[src/rtl/pipeline_hazard_ctrl_if.sv]
// Pipeline hazard control interface.
// Groups the pipeline/cache status inputs and the pipeline register controls.
// The master side is the pipeline (it drives status and receives controls).
// The slave side is pipeline_hazard_ctrl.
interface pipeline_hazard_ctrl_if;
  logic        ihit;
  logic        dhit;
  logic        mem_dreq;
  logic        mem_br_taken;
  logic        exe_jump;
  logic        exe_MemRd;
  logic [4:0]  exe_rt;
  logic [4:0]  dec_rs;
  logic [4:0]  dec_rt;
  logic        wb_halt;
  logic        pc_EN;
  logic        fd_EN;
  logic        de_EN;
  logic        em_EN;
  logic        mw_EN;
  logic        fd_flush;
  logic        de_flush;
  logic        em_flush;
  logic        halt;
  logic        stall_timeout;
  logic [31:0] stall_cnt;
  logic [31:0] flush_cnt;

  modport master (
    output ihit, dhit, mem_dreq, mem_br_taken, exe_jump, exe_MemRd,
           exe_rt, dec_rs, dec_rt, wb_halt,
    input  pc_EN, fd_EN, de_EN, em_EN, mw_EN, fd_flush, de_flush, em_flush,
           halt, stall_timeout, stall_cnt, flush_cnt
  );

  modport slave (
    input  ihit, dhit, mem_dreq, mem_br_taken, exe_jump, exe_MemRd,
           exe_rt, dec_rs, dec_rt, wb_halt,
    output pc_EN, fd_EN, de_EN, em_EN, mw_EN, fd_flush, de_flush, em_flush,
           halt, stall_timeout, stall_cnt, flush_cnt
  );
endinterface

[src/rtl/pipeline_hazard_ctrl.sv]
// Five-stage pipeline hazard controller.
// Generates PC/pipeline-register enables and flushes for load-use bubbles,
// taken branches, jumps, and instruction/data memory waits; latches halt
// and runs a sticky stall watchdog.
// Optional performance counters are built when HAZARD_PERF_EN is defined;
// otherwise stall_cnt/flush_cnt read as zero.
module pipeline_hazard_ctrl #(
  parameter int unsigned STALL_LIMIT = 255
) (
  input logic                  CLK,
  input logic                  RST,
  pipeline_hazard_ctrl_if.slave hz
);

  typedef enum logic [1:0] {
    ST_RUN    = 2'd0,
    ST_DWAIT  = 2'd1,
    ST_HALTED = 2'd2
  } state_e;

  // Control vector layout: {pc_EN, fd_EN, de_EN, em_EN, mw_EN, fd_flush, de_flush, em_flush}
  localparam logic [7:0] CTRL_FREEZE   = 8'b00000_000;
  localparam logic [7:0] CTRL_BRANCH   = 8'b11111_111;
  localparam logic [7:0] CTRL_LOADUSE  = 8'b00111_010;
  localparam logic [7:0] CTRL_JUMP     = 8'b11111_110;
  localparam logic [7:0] CTRL_IMISS    = 8'b00111_100;
  localparam logic [7:0] CTRL_ADVANCE  = 8'b11111_000;

  localparam logic [7:0] LIMIT_C = 8'(STALL_LIMIT);

  state_e      state_q;
  state_e      state_d;
  logic [7:0]  ctrl_d;
  logic        load_use_d;
  logic        stalled_d;
  logic [7:0]  wd_q;
  logic [7:0]  wd_d;
  logic        timeout_q;

  // A load in execute whose nonzero destination feeds the decode instruction.
  assign load_use_d = hz.exe_MemRd && (hz.exe_rt != 5'd0) &&
                      ((hz.exe_rt == hz.dec_rs) || (hz.exe_rt == hz.dec_rt));

  // Next-state and control decode; priority order inside the active states matters.
  always_comb begin
    state_d = state_q;
    ctrl_d  = CTRL_FREEZE;
    if (RST) begin
      state_d = ST_RUN;
      ctrl_d  = CTRL_FREEZE;
    end else begin
      case (state_q)
        ST_RUN, ST_DWAIT: begin
          if (hz.wb_halt) begin
            state_d = ST_HALTED;
            ctrl_d  = CTRL_FREEZE;
          end else if (!hz.dhit && (hz.mem_dreq || (state_q == ST_DWAIT))) begin
            // Data access outstanding: hold everything, including a pending branch.
            state_d = ST_DWAIT;
            ctrl_d  = CTRL_FREEZE;
          end else begin
            state_d = ST_RUN;
            if (hz.mem_br_taken) begin
              ctrl_d = CTRL_BRANCH;
            end else if (load_use_d) begin
              ctrl_d = CTRL_LOADUSE;
            end else if (hz.exe_jump) begin
              ctrl_d = CTRL_JUMP;
            end else if (!hz.ihit) begin
              ctrl_d = CTRL_IMISS;
            end else begin
              ctrl_d = CTRL_ADVANCE;
            end
          end
        end
        ST_HALTED: begin
          state_d = ST_HALTED;
          ctrl_d  = CTRL_FREEZE;
        end
        default: begin
          state_d = ST_RUN;
          ctrl_d  = CTRL_FREEZE;
        end
      endcase
    end
  end

  assign hz.pc_EN    = ctrl_d[7];
  assign hz.fd_EN    = ctrl_d[6];
  assign hz.de_EN    = ctrl_d[5];
  assign hz.em_EN    = ctrl_d[4];
  assign hz.mw_EN    = ctrl_d[3];
  assign hz.fd_flush = ctrl_d[2];
  assign hz.de_flush = ctrl_d[1];
  assign hz.em_flush = ctrl_d[0];
  assign hz.halt     = (state_q == ST_HALTED);
  assign hz.stall_timeout = timeout_q;

  // A frozen PC outside HALTED counts as a stalled cycle.
  assign stalled_d = !ctrl_d[7] && (state_q != ST_HALTED);

  // Watchdog next value: clear on PC advance, saturating count while stalled.
  always_comb begin
    wd_d = wd_q;
    if (ctrl_d[7]) begin
      wd_d = 8'd0;
    end else if (stalled_d) begin
      wd_d = (wd_q == 8'hFF) ? 8'hFF : (wd_q + 8'd1);
    end else begin
      wd_d = wd_q;
    end
  end

  // FSM state register.
  always_ff @(posedge CLK) begin
    if (RST) begin
      state_q <= ST_RUN;
    end else begin
      state_q <= state_d;
    end
  end

  // Watchdog counter and its sticky timeout flag.
  always_ff @(posedge CLK) begin
    if (RST) begin
      wd_q      <= 8'd0;
      timeout_q <= 1'b0;
    end else begin
      wd_q      <= wd_d;
      timeout_q <= timeout_q || (wd_d >= LIMIT_C);
    end
  end

`ifdef HAZARD_PERF_EN
  logic [31:0] stall_cnt_q;
  logic [31:0] flush_cnt_q;

  // Wrapping performance counters for stalled and flushing cycles.
  always_ff @(posedge CLK) begin
    if (RST) begin
      stall_cnt_q <= 32'd0;
      flush_cnt_q <= 32'd0;
    end else begin
      if (stalled_d) begin
        stall_cnt_q <= stall_cnt_q + 32'd1;
      end
      if (|ctrl_d[2:0]) begin
        flush_cnt_q <= flush_cnt_q + 32'd1;
      end
    end
  end

  assign hz.stall_cnt = stall_cnt_q;
  assign hz.flush_cnt = flush_cnt_q;
`else
  assign hz.stall_cnt = 32'd0;
  assign hz.flush_cnt = 32'd0;
`endif

endmodule

[src/flat_wrapper.sv]
// flat-port wrapper written by rule: the top's interface ports become plain ports
module pipeline_hazard_ctrl_flat 
#(
  parameter int unsigned STALL_LIMIT = 255
)
  (CLK, RST, hz_ihit, hz_dhit, hz_mem_dreq, hz_mem_br_taken, hz_exe_jump, hz_exe_MemRd, hz_exe_rt, hz_dec_rs, hz_dec_rt, hz_wb_halt, hz_pc_EN, hz_fd_EN, hz_de_EN, hz_em_EN, hz_mw_EN, hz_fd_flush, hz_de_flush, hz_em_flush, hz_halt, hz_stall_timeout, hz_stall_cnt, hz_flush_cnt);
  pipeline_hazard_ctrl_if hz_i ();
  input logic CLK;
  input logic RST;
  input wire logic [$bits(hz_i.ihit)-1:0] hz_ihit;
  input wire logic [$bits(hz_i.dhit)-1:0] hz_dhit;
  input wire logic [$bits(hz_i.mem_dreq)-1:0] hz_mem_dreq;
  input wire logic [$bits(hz_i.mem_br_taken)-1:0] hz_mem_br_taken;
  input wire logic [$bits(hz_i.exe_jump)-1:0] hz_exe_jump;
  input wire logic [$bits(hz_i.exe_MemRd)-1:0] hz_exe_MemRd;
  input wire logic [$bits(hz_i.exe_rt)-1:0] hz_exe_rt;
  input wire logic [$bits(hz_i.dec_rs)-1:0] hz_dec_rs;
  input wire logic [$bits(hz_i.dec_rt)-1:0] hz_dec_rt;
  input wire logic [$bits(hz_i.wb_halt)-1:0] hz_wb_halt;
  output wire logic [$bits(hz_i.pc_EN)-1:0] hz_pc_EN;
  output wire logic [$bits(hz_i.fd_EN)-1:0] hz_fd_EN;
  output wire logic [$bits(hz_i.de_EN)-1:0] hz_de_EN;
  output wire logic [$bits(hz_i.em_EN)-1:0] hz_em_EN;
  output wire logic [$bits(hz_i.mw_EN)-1:0] hz_mw_EN;
  output wire logic [$bits(hz_i.fd_flush)-1:0] hz_fd_flush;
  output wire logic [$bits(hz_i.de_flush)-1:0] hz_de_flush;
  output wire logic [$bits(hz_i.em_flush)-1:0] hz_em_flush;
  output wire logic [$bits(hz_i.halt)-1:0] hz_halt;
  output wire logic [$bits(hz_i.stall_timeout)-1:0] hz_stall_timeout;
  output wire logic [$bits(hz_i.stall_cnt)-1:0] hz_stall_cnt;
  output wire logic [$bits(hz_i.flush_cnt)-1:0] hz_flush_cnt;
  assign hz_i.ihit = hz_ihit;
  assign hz_i.dhit = hz_dhit;
  assign hz_i.mem_dreq = hz_mem_dreq;
  assign hz_i.mem_br_taken = hz_mem_br_taken;
  assign hz_i.exe_jump = hz_exe_jump;
  assign hz_i.exe_MemRd = hz_exe_MemRd;
  assign hz_i.exe_rt = hz_exe_rt;
  assign hz_i.dec_rs = hz_dec_rs;
  assign hz_i.dec_rt = hz_dec_rt;
  assign hz_i.wb_halt = hz_wb_halt;
  assign hz_pc_EN = hz_i.pc_EN;
  assign hz_fd_EN = hz_i.fd_EN;
  assign hz_de_EN = hz_i.de_EN;
  assign hz_em_EN = hz_i.em_EN;
  assign hz_mw_EN = hz_i.mw_EN;
  assign hz_fd_flush = hz_i.fd_flush;
  assign hz_de_flush = hz_i.de_flush;
  assign hz_em_flush = hz_i.em_flush;
  assign hz_halt = hz_i.halt;
  assign hz_stall_timeout = hz_i.stall_timeout;
  assign hz_stall_cnt = hz_i.stall_cnt;
  assign hz_flush_cnt = hz_i.flush_cnt;
  pipeline_hazard_ctrl #(.STALL_LIMIT(STALL_LIMIT)) u_core (.CLK(CLK), .RST(RST), .hz(hz_i));
endmodule
[config.mk]
export PLATFORM = sky130hd
export DESIGN_NAME = pipeline_hazard_ctrl_flat
export DESIGN_NICKNAME = d
export VERILOG_FILES = /design/src/rtl/pipeline_hazard_ctrl_if.sv /design/src/rtl/pipeline_hazard_ctrl.sv /design/src/flat_wrapper.sv
export SDC_FILE = /design/constraint.sdc
export NUM_CORES = 1
export LEC_CHECK = 0
export ABC_AREA = 1
export BUFFER_PORTS_ARGS = -buffer_cell sky130_fd_sc_hd__buf_2
export CORE_ASPECT_RATIO = 1.4
export CORE_MARGIN = 1
export CORE_UTILIZATION = 45
export CTS_BUF_LIST = sky130_fd_sc_hd__clkbuf_16
export CTS_CLUSTER_DIAMETER = 120
export DETAILED_ROUTE_END_ITERATION = 6
export HOLD_SLACK_MARGIN = 0.05
export PLACE_DENSITY_LB_ADDON = 0.1
export SLEW_MARGIN = 20
export SYNTH_ARGS = -nofsm -noshare
export SYNTH_HDL_FRONTEND = slang
export SYNTH_SLANG_ARGS = --single-unit
[constraint.sdc]
create_clock -name CLK -period 3.32 [get_ports CLK]
set_input_delay 0.332 -clock CLK [delete_from_list [all_inputs] [get_ports CLK]]
set_output_delay 0.332 -clock CLK [all_outputs]
set_load 0.01 [all_outputs]
=== Word-level counts from Yosys, hierarchy flattened ===
Cells that the tools add are included.

* Latch bits: 0
* Register bits after elaboration: 11
* Memories: 0
* Bits in read-only memories: 0
* Logic and storage cells: 37
* Output and inout port bits: 74
* RAM bits: 0

* Equal/unequal tests: 6
* Multipliers: 0
* $lt $le $gt $ge: 1
* Divide/modulo/power cells: 0
* Mux-type cells: 14
* $add $sub $neg: 1
* Shift-type cells: 0
* Reduce and logical (&&, ||, !) cells: 12
* Bitwise logic cells: 0

{| class="wikitable"
|+ Operators with widths
! cell !! count
|-
| $mux W8 || 11
|-
| $eq A5 B5 Y1 || 2
|-
| $add A8 B1 Y8 const B || 1
|-
| $eq A8 B8 Y1 const B || 1
|-
| $ge A8 B8 Y1 const B || 1
|-
| $reduce_bool A5 Y1 || 1
|-
| $logic_and A1 B1 Y1 || 4
|-
| $pmux W2 S2 || 1
|-
| $logic_or A1 B1 Y1 || 3
|-
| $eq A2 B1 Y1 const B || 1
|-
| $eq A2 B2 Y1 const B || 1
|-
| $logic_not A1 Y1 || 2
|-
| $logic_not A2 Y1 || 1
|-
| $mux W2 || 1
|-
| $ne A2 B2 Y1 const B || 1
|-
| $reduce_or A2 Y1 || 1
|-
| $mux W1 || 1
|}

=== Longest topological paths before layout ===
* Depth in word-level cells: 15
* Depth in mapped cells: 15
* Mapped depth without buffers: 15

=== Worst setup path before layout ===
No wires, ideal clock.

* Path type: reg2reg
* Start point: reg u_core.wd_q[0]
* End point: reg u_core.timeout_q, in the netlist u_core.hz.stall_timeout
* Required time: 3.252 ns
* Buffers on the path: 0
* Cell stages (with the launch flop): 14
* Arrival: 1.574 ns
* Slack: 1.678 ns
* Period minus slack after synthesis: 1.642 ns
* Cells stage by stage: dfxtp_1 ha_1 nand3_1 nor2_1 nand3_2 nand2_1 o21ai_0 nand2_1 nand2_4 nor2_2 nand2_1 nor2_1 nand3_1 a21oi_2

* Word-level cells in the longest chain between the ends: 6
* Elaborated cells on any way between the ends: 7
* Those cells by class: add/sub: 1; order compare: 1; eq/ne: 1; mux: 3; reduce/logical: 1

{| class="wikitable"
|+ RTL lines
! element !! RTL line !! source
|-
| start: declaration || pipeline_hazard_ctrl.sv:36 || <nowiki>logic [7:0] wd_q;</nowiki>
|-
| start signal: assignment || pipeline_hazard_ctrl.sv:129 || <nowiki>wd_q <= wd_d;</nowiki>
|-
| $add A8 B1 Y8 / $eq A8 B8 Y1 (equally long branches) || pipeline_hazard_ctrl.sv:108 || <nowiki>wd_d = (wd_q == 8'hFF) ? 8'hFF : (wd_q + 8'd1);</nowiki>
|-
| $mux W8 || pipeline_hazard_ctrl.sv:108 ||
|-
| $mux W8 * || pipeline_hazard_ctrl.sv:107 || <nowiki>end else if (stalled_d) begin</nowiki>
|-
| $mux W8 * || pipeline_hazard_ctrl.sv:105 || <nowiki>if (ctrl_d[7]) begin</nowiki>
|-
| $ge A8 B8 Y1 * || pipeline_hazard_ctrl.sv:130 || <nowiki>timeout_q <= timeout_q || (wd_d >= LIMIT_C);</nowiki>
|-
| $logic_or A1 B1 Y1 * || pipeline_hazard_ctrl.sv:130 ||
|-
| end signal: assignment || pipeline_hazard_ctrl.sv:130 ||
|-
| end: declaration || pipeline_hazard_ctrl.sv:38 || <nowiki>logic timeout_q;</nowiki>
|}

Every way passes the cells marked *; elsewhere a longest branch is shown, timed or not.
A chain may end at the register's enable or synchronous reset.

=== Worst setup path in the final report ===
* Start point: reg u_core.state_q[1]
* End point: out hz_pc_EN

* Word-level cells in the longest chain between the ends: 7
* Elaborated cells on any way between the ends: 9
* Those cells by class: eq/ne: 1; mux: 4; reduce/logical: 4

{| class="wikitable"
|+ RTL lines
! element !! RTL line !! source
|-
| start: declaration || pipeline_hazard_ctrl.sv:31 || <nowiki>state_e state_q;</nowiki>
|-
| start signal: assignment || pipeline_hazard_ctrl.sv:119 || <nowiki>state_q <= state_d;</nowiki>
|-
| $eq A2 B1 Y1 || pipeline_hazard_ctrl.sv:52, pipeline_hazard_ctrl.sv:57 ||
|-
| $logic_or A1 B1 Y1 || pipeline_hazard_ctrl.sv:57 || <nowiki>end else if (!hz.dhit && (hz.mem_dreq || (state_q == ST_DWAIT))) begin</nowiki>
|-
| $logic_and A1 B1 Y1 || pipeline_hazard_ctrl.sv:57 ||
|-
| $mux W8 || pipeline_hazard_ctrl.sv:57 ||
|-
| $mux W8 || pipeline_hazard_ctrl.sv:54 || <nowiki>if (hz.wb_halt) begin</nowiki>
|-
| $mux W8 * || pipeline_hazard_ctrl.sv:52 || <nowiki>case (state_q)</nowiki>
|-
| $mux W8 * || pipeline_hazard_ctrl.sv:48 || <nowiki>if (RST) begin</nowiki>
|-
| end: declaration || flat_wrapper.sv:20 || <nowiki>output wire logic [$bits(hz_i.pc_EN)-1:0] hz_pc_EN;</nowiki>
|}

Marks and branches as above.

==> metrics.md <==
| Metric | Value |
|---|---|
| Synth unique cells | 25 |
| CTS tree | yes |
| NetSw | between 0.15 and 0.2 mW |
| Post-Syn Area | about 1400 um^2 |
| Mux cell area share after synthesis | 0% |
| Setup Crit Path Kind | reg -> out |
| PwrDens | ~360 nW/um^2 |
| First-pass DRT Iterations | 4 |
| Final WL | around 2400 um |
| Final worst-path setup slack | 1.31 ns |
| Most frequent cells in the layout | conb_1 (64), nand2_1 (47), inv_1 (33), buf_2 (33), nor2_1 (22) |
| Tcrit/Tclk final | slightly above 60% |
| Worst reg2reg path depth | 13 |
| Worst setup SP type | flop |
| All-Layer GR Usage | 15.7% |
| Commonest non-fill, non-tap cell in the layout | conb_1 |
| Smallest hold slack | roughly 0.26 ns |
| Die area | 3450 um^2 |
| Fin cells | between 300 and 400 |
| Worst Hold Depth | 2 |
| Post-Syn Instances | 234 |
| RSZ-0062 raised after global routing | no |
| Max FO, Critical Path | 13 |
| Average size of a mapped cell | 6.18 um^2 |
| Switching Fraction | around a third |
| Crit path largest cell delay | 0.34 ns |
| Layout cells sized above 1 | between 15 and 20% |
| Leak | just over 0.9 nW |
| Height of the die | about 69 um |
| DRC violations left | 0 |
| CP max-delay cell | dfxtp_1 |
| Hold Violations, Final | 0 |
| Postcts setup bufs | 0 |
| Root buffer cell | clkbuf_16 |
| Tightest Hold Check Type | in -> reg |
| CP endpoint kind | output pin |
| Row Count | 24 |
| Reg-to-reg slack, setup | 1.35 ns |
| Cells after DPL | 299 |
| Grt ovf | 0 |
| Fin Clk Skew | just under 0.0009 ns |
| Initial Util | about 47% |
| Yosys warns | 0 |
| Metal3 WL | around 170 um |
| CP Data Arrival Time | 1.68 ns |
| Clk buf depth | 2 |
| Hold_sp | hz_wb_halt |
| Number of synthesized register bits | 11 |
| Post-route ant nets | 0 |
| Metal2 WL | around 1300 um |
| Count of input and output buffers | 33 |
| Antenna cells | 0 |
| Initial antenna violation count | 0 |
| Fin nets | 290 |
| DR vias/cell | between 3 and 4 |
| Min Tclk post-route | about 2 ns |
| Critical path, cell by cell | nor2_1 -> o21ai_2 -> nand4_1 -> nor2_1 -> nand2_2 -> inv_1 -> buf_2 |
| Finished Core Util | a little under half |
| Combinational share of power | between 20 and 30% |
| Worst-Skew Late Latency | around 0.24 ns |
| Area delta synth->final | 0.260% |
| Met1 WL | between 800 and 900 um |
| Total negative setup slack | 0 ns |
| Avg WL per Cell | 7.95 um |
| Max cap viols | 0 |
| Most frequent CP cell | nor2_1 |
| Clock-pin slew on the worst setup and hold paths | 0.04 ns |
| Synth Area in Adders | 0.866% |
| FMAX | roughly 500 MHz |
| Hold worst-path end | u_core.state_q[0] |
| Fillers | between 300 and 400 |
| Status | complete, no violations |
| Finished Cell Area | 1450 um^2 |
| Uppermost layer routed | met4 |
| Flop pwr share | between 20 and 30% |
| Final setup violation count | 0 |
| Chip width | ~50 um |
| First-pass GRT wire length | 4090 um |
| DR iter-0 viols | 13 |
| R2r endpoint | u_core.hz.stall_timeout |
| Main combinational cell family by area after synthesis | buffers and inverters |
| Area after DPL | ~1400 um^2 |
| IO Count | 98 |
| Part of the power in the clock network | between 40% and 50% |
| Cell internal pwr | ~0.35 mW |
| WP data required | ~3.0 ns |
| R2R Path Start | u_core.wd_q[0] |
| Largest net degree at the start of global routing | 14 |
| Htree depth | 1 |
| Clk sink count | 11 |
| Core Region | between 3000 and 4000 um^2 |
| Seq/Total Area, Yosys | about 15% |
| Post-Synth Simple-Gate Area | a little under a third |
| Max Slew Vio Count | 0 |
| DP Wirelength | approximately 2100 um |
| Tot Pwr | slightly above 0.5 mW |
| VDD IR max | a little under 0.0002 V |
| CTS Buf Count | 3 |
| PostCTS Resize Cnt | 0 |
| Hold_buf cts | 0 |
| Number of global-route vias before repair | roughly 1000 |
| Synth Area in XOR/XNOR | between 3 and 4% |
| Synth Area in Compound Gates | 4.07% |
| Place WS | 1.36 ns |
| Placer Congestion | a little over 0.8 |
| Vias | between 1000 and 1500 |
-- worst max-delay path: cells and delay by family (launching register included) --
kind | cells | cell delay, ns
flops | 1 | 0.34
compound gates | 1 | 0.13
buf+inv | 2 | 0.36
simple gates | 4 | 0.62
-- power groups by stage --
stage,clock (mW),combinational (mW),sequential (mW)
final,0.222,0.147,0.149
after global routing,0.235,0.167,0.150
after CTS,0.228,0.147,0.149
after detailed placement,0,0.146,0.151
after global placement,0,0.148,0.151
after floorplan,0,0.171,0.150
-- registers in the layout (all words and copies together) (netlist names) --
signal / flops
u_core.state_q: 2
u_core.hz.stall_timeout: 1
u_core.wd_q: 8
-- kinds of logic after synthesis --
logic type / Yosys count
AND/OR/NAND/NOR: 100
XOR/XNOR: 5
flip-flops: 11
buffers and inverters: 106
AO/OA/AOI/OAI: 10
adder cells (fa/ha/maj): 1
other: 1
-- layout make-up --
class,count,area (um^2),area share (%)
inverter,36,135,9.33
sequential,11,220,15.2
timing repair buffer,33,165,11.4
multi-input combinational,180,801,55.3
tap,39,48.8,3.37
clock buffer,3,75.1,5.18
clock inverter,1,3.75,0.259
-- cell usage after synthesis --
cell,number,area [um^2]
o21ai_2,1,8.76
clkbuf_1,1,3.75
nor2_2,1,6.26
o22ai_1,1,6.26
buf_6,1,11.3
xnor2_1,2,17.5
nand3_2,3,30.0
o21ai_0,4,20.0
nand3_1,15,75.1
buf_4,68,510
nand4_1,2,12.5
dfxtp_1,11,220
inv_1,32,120
ha_1,1,12.5
inv_2,4,15.0
a21oi_2,1,8.76
xor2_1,3,26.3
nand2_2,4,25.0
conb_1,1,3.75
nor3_1,4,20.0
a21oi_1,3,15.0
nand2_4,1,11.3
or2_2,1,6.26
nand2_1,47,176
nor2_1,22,82.6
-- worst max path at each step --
stage                 startpoint                       to  slack (ns)  cells past startpoint
2_1_floorplan     u_core.wd_q[0]  u_core.hz.stall_timeout        1.68                     13
3_3_place_gp      u_core.wd_q[0]  u_core.hz.stall_timeout        1.35                     13
3_5_place_dp        hz_exe_rt[4]  u_core.hz.stall_timeout        1.36                     15
4_1_cts        u_core.state_q[1]                 hz_pc_EN        1.29                      7
5_1_grt           u_core.wd_q[0]  u_core.hz.stall_timeout        1.06                     13
6_report       u_core.state_q[1]                 hz_pc_EN        1.31                      7
-- per-layer routing --
layer | up-vias | track usage, %
met5 | - | 0
met4 | 0 | 10.5
met1 | 500 | 15.6
li1 | 632 | -
met2 | 64 | 28.5
met3 | 5 | 2.65
No activity file was read; power rests on OpenSTA's default activity.
